`src/rtl/logic_op_arbiter.sv`:
```
// Round-robin shared bitwise logic unit (AND/OR/XOR/NOR) for two requesters.
// One result is held at a time; a response handshake and a new accept may share an edge.
module logic_op_arbiter #(
  parameter int W    = 32,
  parameter int OP_W = 2
) (
  input  logic            clk,
  input  logic            rst,
  input  logic            req0_valid,
  input  logic [OP_W-1:0] req0_op,
  input  logic [W-1:0]    req0_a,
  input  logic [W-1:0]    req0_b,
  output logic            req0_ready,
  input  logic            req1_valid,
  input  logic [OP_W-1:0] req1_op,
  input  logic [W-1:0]    req1_a,
  input  logic [W-1:0]    req1_b,
  output logic            req1_ready,
  output logic            rsp_valid,
  output logic [W-1:0]    rsp_data,
  output logic            rsp_id,
  input  logic            rsp_ready
);

  typedef enum logic {S_IDLE, S_RESP} state_t;

  state_t         r_state;
  logic           r_rsp_valid;
  logic [W-1:0]   r_rsp_data;
  logic           r_rsp_id;
  logic           r_last;

  logic           w_can;
  logic [1:0]     w_gnt;
  logic           w_sel;
  logic [OP_W-1:0] w_op;
  logic [W-1:0]   w_a;
  logic [W-1:0]   w_b;
  logic [W-1:0]   w_res;

  function automatic logic [W-1:0] f_logic(input logic [1:0] op,
                                           input logic [W-1:0] a,
                                           input logic [W-1:0] b);
    case (op)
      2'b00:   f_logic = a & b;
      2'b01:   f_logic = a | b;
      2'b10:   f_logic = a ^ b;
      default: f_logic = ~(a | b);
    endcase
  endfunction

  // Ready never depends on op/operands; it is forced low during reset.
  assign w_can    = !rst && ((r_state == S_IDLE) || rsp_ready);
  assign w_gnt[0] = w_can && req0_valid && (!req1_valid || r_last);
  assign w_gnt[1] = w_can && req1_valid && (!req0_valid || !r_last);
  assign w_sel    = w_gnt[1];

  assign w_op  = w_sel ? req1_op : req0_op;
  assign w_a   = w_sel ? req1_a  : req0_a;
  assign w_b   = w_sel ? req1_b  : req0_b;
  assign w_res = f_logic(w_op[1:0], w_a, w_b);

  always_ff @(posedge clk) begin
    if (rst) begin
      r_state     <= S_IDLE;
      r_rsp_valid <= 1'b0;
      r_rsp_data  <= '0;
      r_rsp_id    <= 1'b0;
      r_last      <= 1'b1;
    end else if (|w_gnt) begin
      r_state     <= S_RESP;
      r_rsp_valid <= 1'b1;
      r_rsp_data  <= w_res;
      r_rsp_id    <= w_sel;
      r_last      <= w_sel;
    end else if (r_state == S_RESP && rsp_ready) begin
      r_state     <= S_IDLE;
      r_rsp_valid <= 1'b0;
    end
  end

  assign req0_ready = w_gnt[0];
  assign req1_ready = w_gnt[1];
  assign rsp_valid  = r_rsp_valid;
  assign rsp_data   = r_rsp_data;
  assign rsp_id     = r_rsp_id;

endmodule

```
`config.mk`:
```
export PLATFORM = sky130hd
export DESIGN_NAME = logic_op_arbiter
export DESIGN_NICKNAME = d
export VERILOG_FILES = /design/src/rtl/logic_op_arbiter.sv
export SDC_FILE = /design/constraint.sdc
export NUM_CORES = 1
export LEC_CHECK = 0
export BUFFER_PORTS_ARGS = -buffer_cell sky130_fd_sc_hd__buf_2
export CAP_MARGIN = 20
export CORE_ASPECT_RATIO = 2
export CORE_UTILIZATION = 40
export CTS_CLUSTER_SIZE = 12
export DETAILED_ROUTE_END_ITERATION = 6
export GPL_TIMING_DRIVEN = 1
export PLACE_DENSITY = 0.68
export SLEW_MARGIN = 20
export SYNTH_ARGS = -nofsm -noshare
export SYNTH_HDL_FRONTEND = slang
export SYNTH_SLANG_ARGS = --single-unit
```
`constraint.sdc`:
```
create_clock -name clk -period 5.74 [get_ports clk]
set_input_delay 0.574 -clock clk [delete_from_list [all_inputs] [get_ports clk]]
set_output_delay 0.574 -clock clk [all_outputs]
set_load 0.01 [all_outputs]
```
==> results.yml, run 1 <==
run:
  cap_violations: 0
yosys:
  ys_seq_area_share_pct: 15.6
  synth_fp_nets: 751
  synth_seq_cells: 35
  yosysTopAreaCellShare_pct: 17.9
  synth_edf_count: 0
  synth-main-ff-cell: "dfxtp_1"
  syn-cell-area_um2: 4480
  syn-instance-count: 550
  async_reset_ff_share_pct: 0
  yosysUniqueCellTypes: 36
  yosysTopAreaCell: "ha_1"
  yosysWarnings: 0
  avgSynthCellArea_um2: 8.15
  yosys-top-cells-area: "ha_1 18%, dfxtp_1 16%, mux2i_1 11%, mux2_2 8.3%, o211ai_1 5.5%"
drt:
  drtIter0Drc: 300
  drtAntennaViolNets: 0
  vias: 4564
  drc: 0
  routed_wl_um: 12900
  route.met3.wl_um: 542
  wl_met2_um: 7110
  drtPass1Iterations: 4
  met1_length_um: 4700
  highest-signal-layer: "met4"
  drt-vias-per-instance: 5.51
  wl_per_cell_um: 15.5
grt:
  grt_pass1_vias: 4663
  track_usage_pct: 21.9
  grt_first_pass_wirelength_um: 20500
  grt_overflow: 0
  antenna_found_initial: 0
  grt_max_degree: 69
clock_tree:
  cts_buffers: 5
  clk_pin_slew_ns: 0.06
  clk_path_buf_depth: 2
  cts.sinks: 35
  cts-resized-gates: 0
  htree_levels: 2
  cts_setup_buffers: 0
  root_buffer: "clkbuf_16"
  ctsHoldBuffers: 0
  cts_tree: "done"
  clock_latency_ns: 0.28
hold_path:
  min_path_type: "register to register"
  min_path_cells: 2
  min_to: "rsp_data[16]"
  hp-start: "rsp_data[16]"
floorplan:
  die_y_um: 152
  dieArea_um2: 11700
  row_count: 54
  initial_core_util_pct: 41.2
  design.core.area_um2: 10900
  io_pins: 173
  die_w_um: 76.8
sta:
  setup_violations: 0
  max_clock_freq_mhz: 273
  worst_pin_slew_ns: 1.01
  slew-limit-headroom_pct: 31.8
  period_share_pct: 63.9
  drv_slew: 0
  hold_viol: 0
  fin_skew_ns: 0.00250
  rsz0062_at_grt: "no"
  min_period_ns: 3.67
  setup_tns_ns: 0
power_and_ir_drop:
  p_leak_nw: 2.73
  total_power_mw: 0.986
  pwr_density_cell_nw_per_um2: 179
  vdd_drop_max_v: 0.000139
placement:
  place_congestion: 0.750
  placed_cells: 821
  dpl_cell_area_um2: 5380
  dp_hpwl_um: 9610
  io_buffers: 172
finish:
  syn_to_final_growth_pct: 23.1
  final_util_pct: 50.7
  fin_cells: 829
  antenna-diode-count: 0
  finalInstanceArea_um2: 5520
  drive_gt1_share_pct: 32.4
  layout_common_cells: "172 x buf_2, 65 x inv_1, 64 x ha_1, 50 x mux2i_1, 35 x dfxtp_1"
  layout_commonest_cell: "buf_2"
  num-nets-final: 889
setup_path:
  cp.required_ns: 5.94
  start_kind: "input port"
  r2r-start: "rsp_valid"
  critPathCaptureType: "register"
  crit_type: "input port to register"
  cp.arrival_ns: 3.87
  worstReg2RegEnd: "rsp_data[1]"
  worstPathMaxFanout: 68
  r2r_setup_slack_ns: 2.46
  r2r_cells: 8
outcome:
  status: "complete, no violations"
[layout make-up]
cell class | count | area (um2)
fill | 1062 | 5360
multi-input combinational | 406 | 3360
timing repair buffer | 175 | 896
sequential | 35 | 701
inverter | 65 | 244
tap | 140 | 175
clock buffer | 7 | 133
clock inverter | 1 | 5.00
[report_power, final]
part           total, mW  internal, mW  leakage, nW  switching [mW]
registers          0.306         0.280        0.292          0.0261
logic              0.415         0.189         2.37           0.227
clock network      0.265         0.160       0.0679           0.104
[flip-flops by register name, indices dropped and copies added (netlist names)]
register,count
rsp_data,32
rsp_id,1
r_last,1
rsp_valid,1
[worst max-delay path, stage by stage]
cell      delay (ns)
buf_2           0.62
inv_1           0.58
and4_1          0.55
nand2b_4        0.61
or4_1           0.67
a32oi_1         0.22
[Yosys cell counts (2+ instances only)]
cell,n
inv_1,65
ha_1,64
mux2i_1,50
dfxtp_1,35
mux2_2,33
o211ai_1,33
nand2_1,32
nand3_1,32
xor2_1,28
clkbuf_1,25
a21oi_1,20
nor2_1,19
a32oi_1,18
or4_1,18
nor2b_1,15
a221oi_1,14
o21ai_0,14
buf_2,11
buf_1,6
nor3_1,2
[stage by stage]
step | hold WS (ns) | setup slack [ns]
after global placement | 0.431 | 1.96
final | 0.446 | 2.07
after detailed placement | 0.437 | 1.81
after global routing | 0.474 | 1.83
after floorplan | 0.476 | 3.14
after CTS | 0.451 | 2.11
[metal layers]
metal | vias to the layer above | GRT usage, %
met3 | 30 | 2.40
met1 | 2154 | 21.7
met4 | 0 | 13.2
li1 | 2225 | -
met5 | - | 0
met2 | 155 | 42.9
[how the worst max path moves through the flow]
stage	start	endpoint	slack (ns)	depth (start not counted)
detailed placement	rst	rsp_data[9]	1.81	6
global placement	rst	rsp_data[24]	1.96	6
floorplan	req1_valid	rsp_data[17]	3.14	8
global route	rst	rsp_data[9]	1.83	6
finish	rst	rsp_data[9]	2.07	6
CTS	rst	rsp_data[9]	2.11	6
[kinds of logic after synthesis]
logic type / Yosys count / synth area share, %
simple gates: 127 / 15.1
buf+inv: 109 / 9.63
compound gates: 104 / 16.8
mux: 83 / 19.5
fa+ha+maj: 64 / 17.9
flops: 35 / 15.6
xor+xnor: 28 / 5.47
Note: power is estimated with default switching activity, not from simulation.
==> run 2, diff against run 1 <==
--- a/config.mk
+++ b/config.mk
@@ -12,7 +12,7 @@
 export CTS_CLUSTER_SIZE = 12
 export DETAILED_ROUTE_END_ITERATION = 6
 export GPL_TIMING_DRIVEN = 1
-export PLACE_DENSITY = 0.68
+export PLACE_DENSITY = 0.7
 export SLEW_MARGIN = 20
 export SYNTH_ARGS = -nofsm -noshare
 export SYNTH_HDL_FRONTEND = slang
==> constraint.sdc (replaced) <==
create_clock -name clk -period 3.1 [get_ports clk]
set_input_delay 0.31 -clock clk [delete_from_list [all_inputs] [get_ports clk]]
set_output_delay 0.31 -clock clk [all_outputs]
set_load 0.01 [all_outputs]
==> run 2 against run 1 <==
Global-route usage increased by 0.32 points. Die area unchanged. Register-to-register slack got worse by 2.1 ns. Combinational power increased by 87%. Largest power group unchanged.
==> results.yml, run 2 (synthesis results as in run 1) <==
setup_path:
  r2r_setup_slack_ns: 0.37
  cp.arrival_ns: 2.94
  worstReg2RegEnd: "rsp_data[2]"
  cp.required_ns: 3.30
  critPathCaptureType: "register"
  r2r_cells: 5
  start_kind: "register"
  r2r-start: "rsp_valid"
  crit_type: "register to register"
  worstPathMaxFanout: 60
finish:
  antenna-diode-count: 0
  multi_input_area_um2: 3360
  layout_commonest_cell: "buf_2"
  syn_to_final_growth_pct: 25.9
  layout_common_cells: "172 x buf_2, 65 x inv_1, 64 x ha_1, 50 x mux2i_1, 35 x dfxtp_1"
  ff_latch_area_um2: 701
  finalInstanceArea_um2: 5640
  final_util_pct: 51.8
  largest_register_ffs: 32
  num-nets-final: 901
  nFillCells: 1043
  drive_gt1_share_pct: 33.7
placement:
  dp_hpwl_um: 9840
  io_buffers: 172
  place_congestion: 0.777
  dpl_cell_area_um2: 5470
drt:
  drc: 0
  routed_wl_um: 13100
  vias: 4647
  drtPass1Iterations: 5
  met1_length_um: 4680
  wl_per_cell_um: 15.6
  drtAntennaViolNets: 0
  highest-signal-layer: "met4"
  drtIter0Drc: 239
  wl_met2_um: 7440
  route.met3.wl_um: 564
  drt-vias-per-instance: 5.53
outcome:
  status: "complete, no violations"
power_and_ir_drop:
  pwr_density_cell_nw_per_um2: 348
  p_leak_nw: 2.81
  vdd_drop_max_v: 0.000196
sta:
  drv_slew: 0
  hold_viol: 0
  min_period_ns: 2.73
  setup_violations: 0
  slew-limit-headroom_pct: 48.3
  max_clock_freq_mhz: 366
  fin_skew_ns: 0.00799
  rsz0062_at_grt: "no"
  worst_pin_slew_ns: 0.775
  setup_tns_ns: 0
  period_share_pct: 88.1
grt:
  antenna_found_initial: 0
  grt_overflow: 0
  grt_pass1_vias: 4633
  grt_max_degree: 85
  grt_first_pass_wirelength_um: 21000
  track_usage_pct: 22.2
floorplan:
  initial_core_util_pct: 41.2
  design.core.area_um2: 10900
  die_w_um: 76.8
  die_y_um: 152
  io_pins: 173
  dieArea_um2: 11700
  row_count: 54
clock_tree:
  clk_pin_slew_ns: 0.06
  cts_buffers: 5
  clk_path_buf_depth: 2
  cts-resized-gates: 0
  htree_levels: 2
  clock_latency_ns: 0.29
  root_buffer: "clkbuf_16"
  cts_tree: "done"
  ctsHoldBuffers: 0
  cts.sinks: 35
  cts_setup_buffers: 0
hold_path:
  min_path_cells: 4
  min_to: "r_last"
  hp-start: "req0_valid"
  min_path_type: "input port to register"
run:
  cap_violations: 0
==> run 2: cell types whose count changed in the layout (fill, tap and decap cells not counted) <==
cell       before  now
a21oi_1        19   20
a21oi_2         1    0
buf_4           2   14
bufinv_16       0    1
clkbuf_1        2    0
clkbuf_8        0    1
==> run 2: worst max-delay path, cell delays in order, from the launching register on <==
cell	delay, ns
dfxtp_1	0.32
nor2b_1	0.21
o31ai_4	0.70
nand2b_4	0.54
or4_1	0.63
a32oi_1	0.21
==> run 2: layer usage <==
| metal | vias up | global-route usage, % |
|---|---|---|
| met5 | - | 0 |
| met3 | 33 | 2.93 |
| met1 | 2190 | 21.3 |
| met4 | 0 | 10.2 |
| met2 | 177 | 45.5 |
| li1 | 2247 | - |
==> run 2: worst max-delay path by stage <==
stage	from	end	slack, ns	cells past startpoint
global route	rsp_valid	rsp_data[17]	0.27	5
finish	rsp_valid	rsp_data[2]	0.37	5
global placement	req0_valid	rsp_data[25]	0.41	6
detailed placement	req0_valid	rsp_data[2]	0.29	6
CTS	rsp_valid	rsp_data[6]	0.39	5
floorplan	rsp_valid	rsp_data[17]	0.65	9
==> run 2: power by group <==
part           switching (mW)  internal (mW)
registers              0.0492          0.519
logic                   0.418          0.360
clock network           0.215          0.401
==> run 2: cell type report <==
class	count	area share (%)
inverter	65	4.33
clock inverter	2	0.621
sequential	35	12.4
multi-input combinational	406	59.6
clock buffer	6	2.46
timing repair buffer	187	17.5
tap	140	3.11
==> run 2: per-stage QoR <==
step	setup WS (ns)	power, mW	cells	hold WS, ns
3_5_place_dp	0.290	1.36	833	0.443
3_3_place_gp	0.414	1.32	833	0.431
4_1_cts	0.394	1.97	841	0.383
6_report	0.368	1.96	841	0.384
5_1_grt	0.267	2.09	841	0.418
2_1_floorplan	0.647	1.07	550	0.476
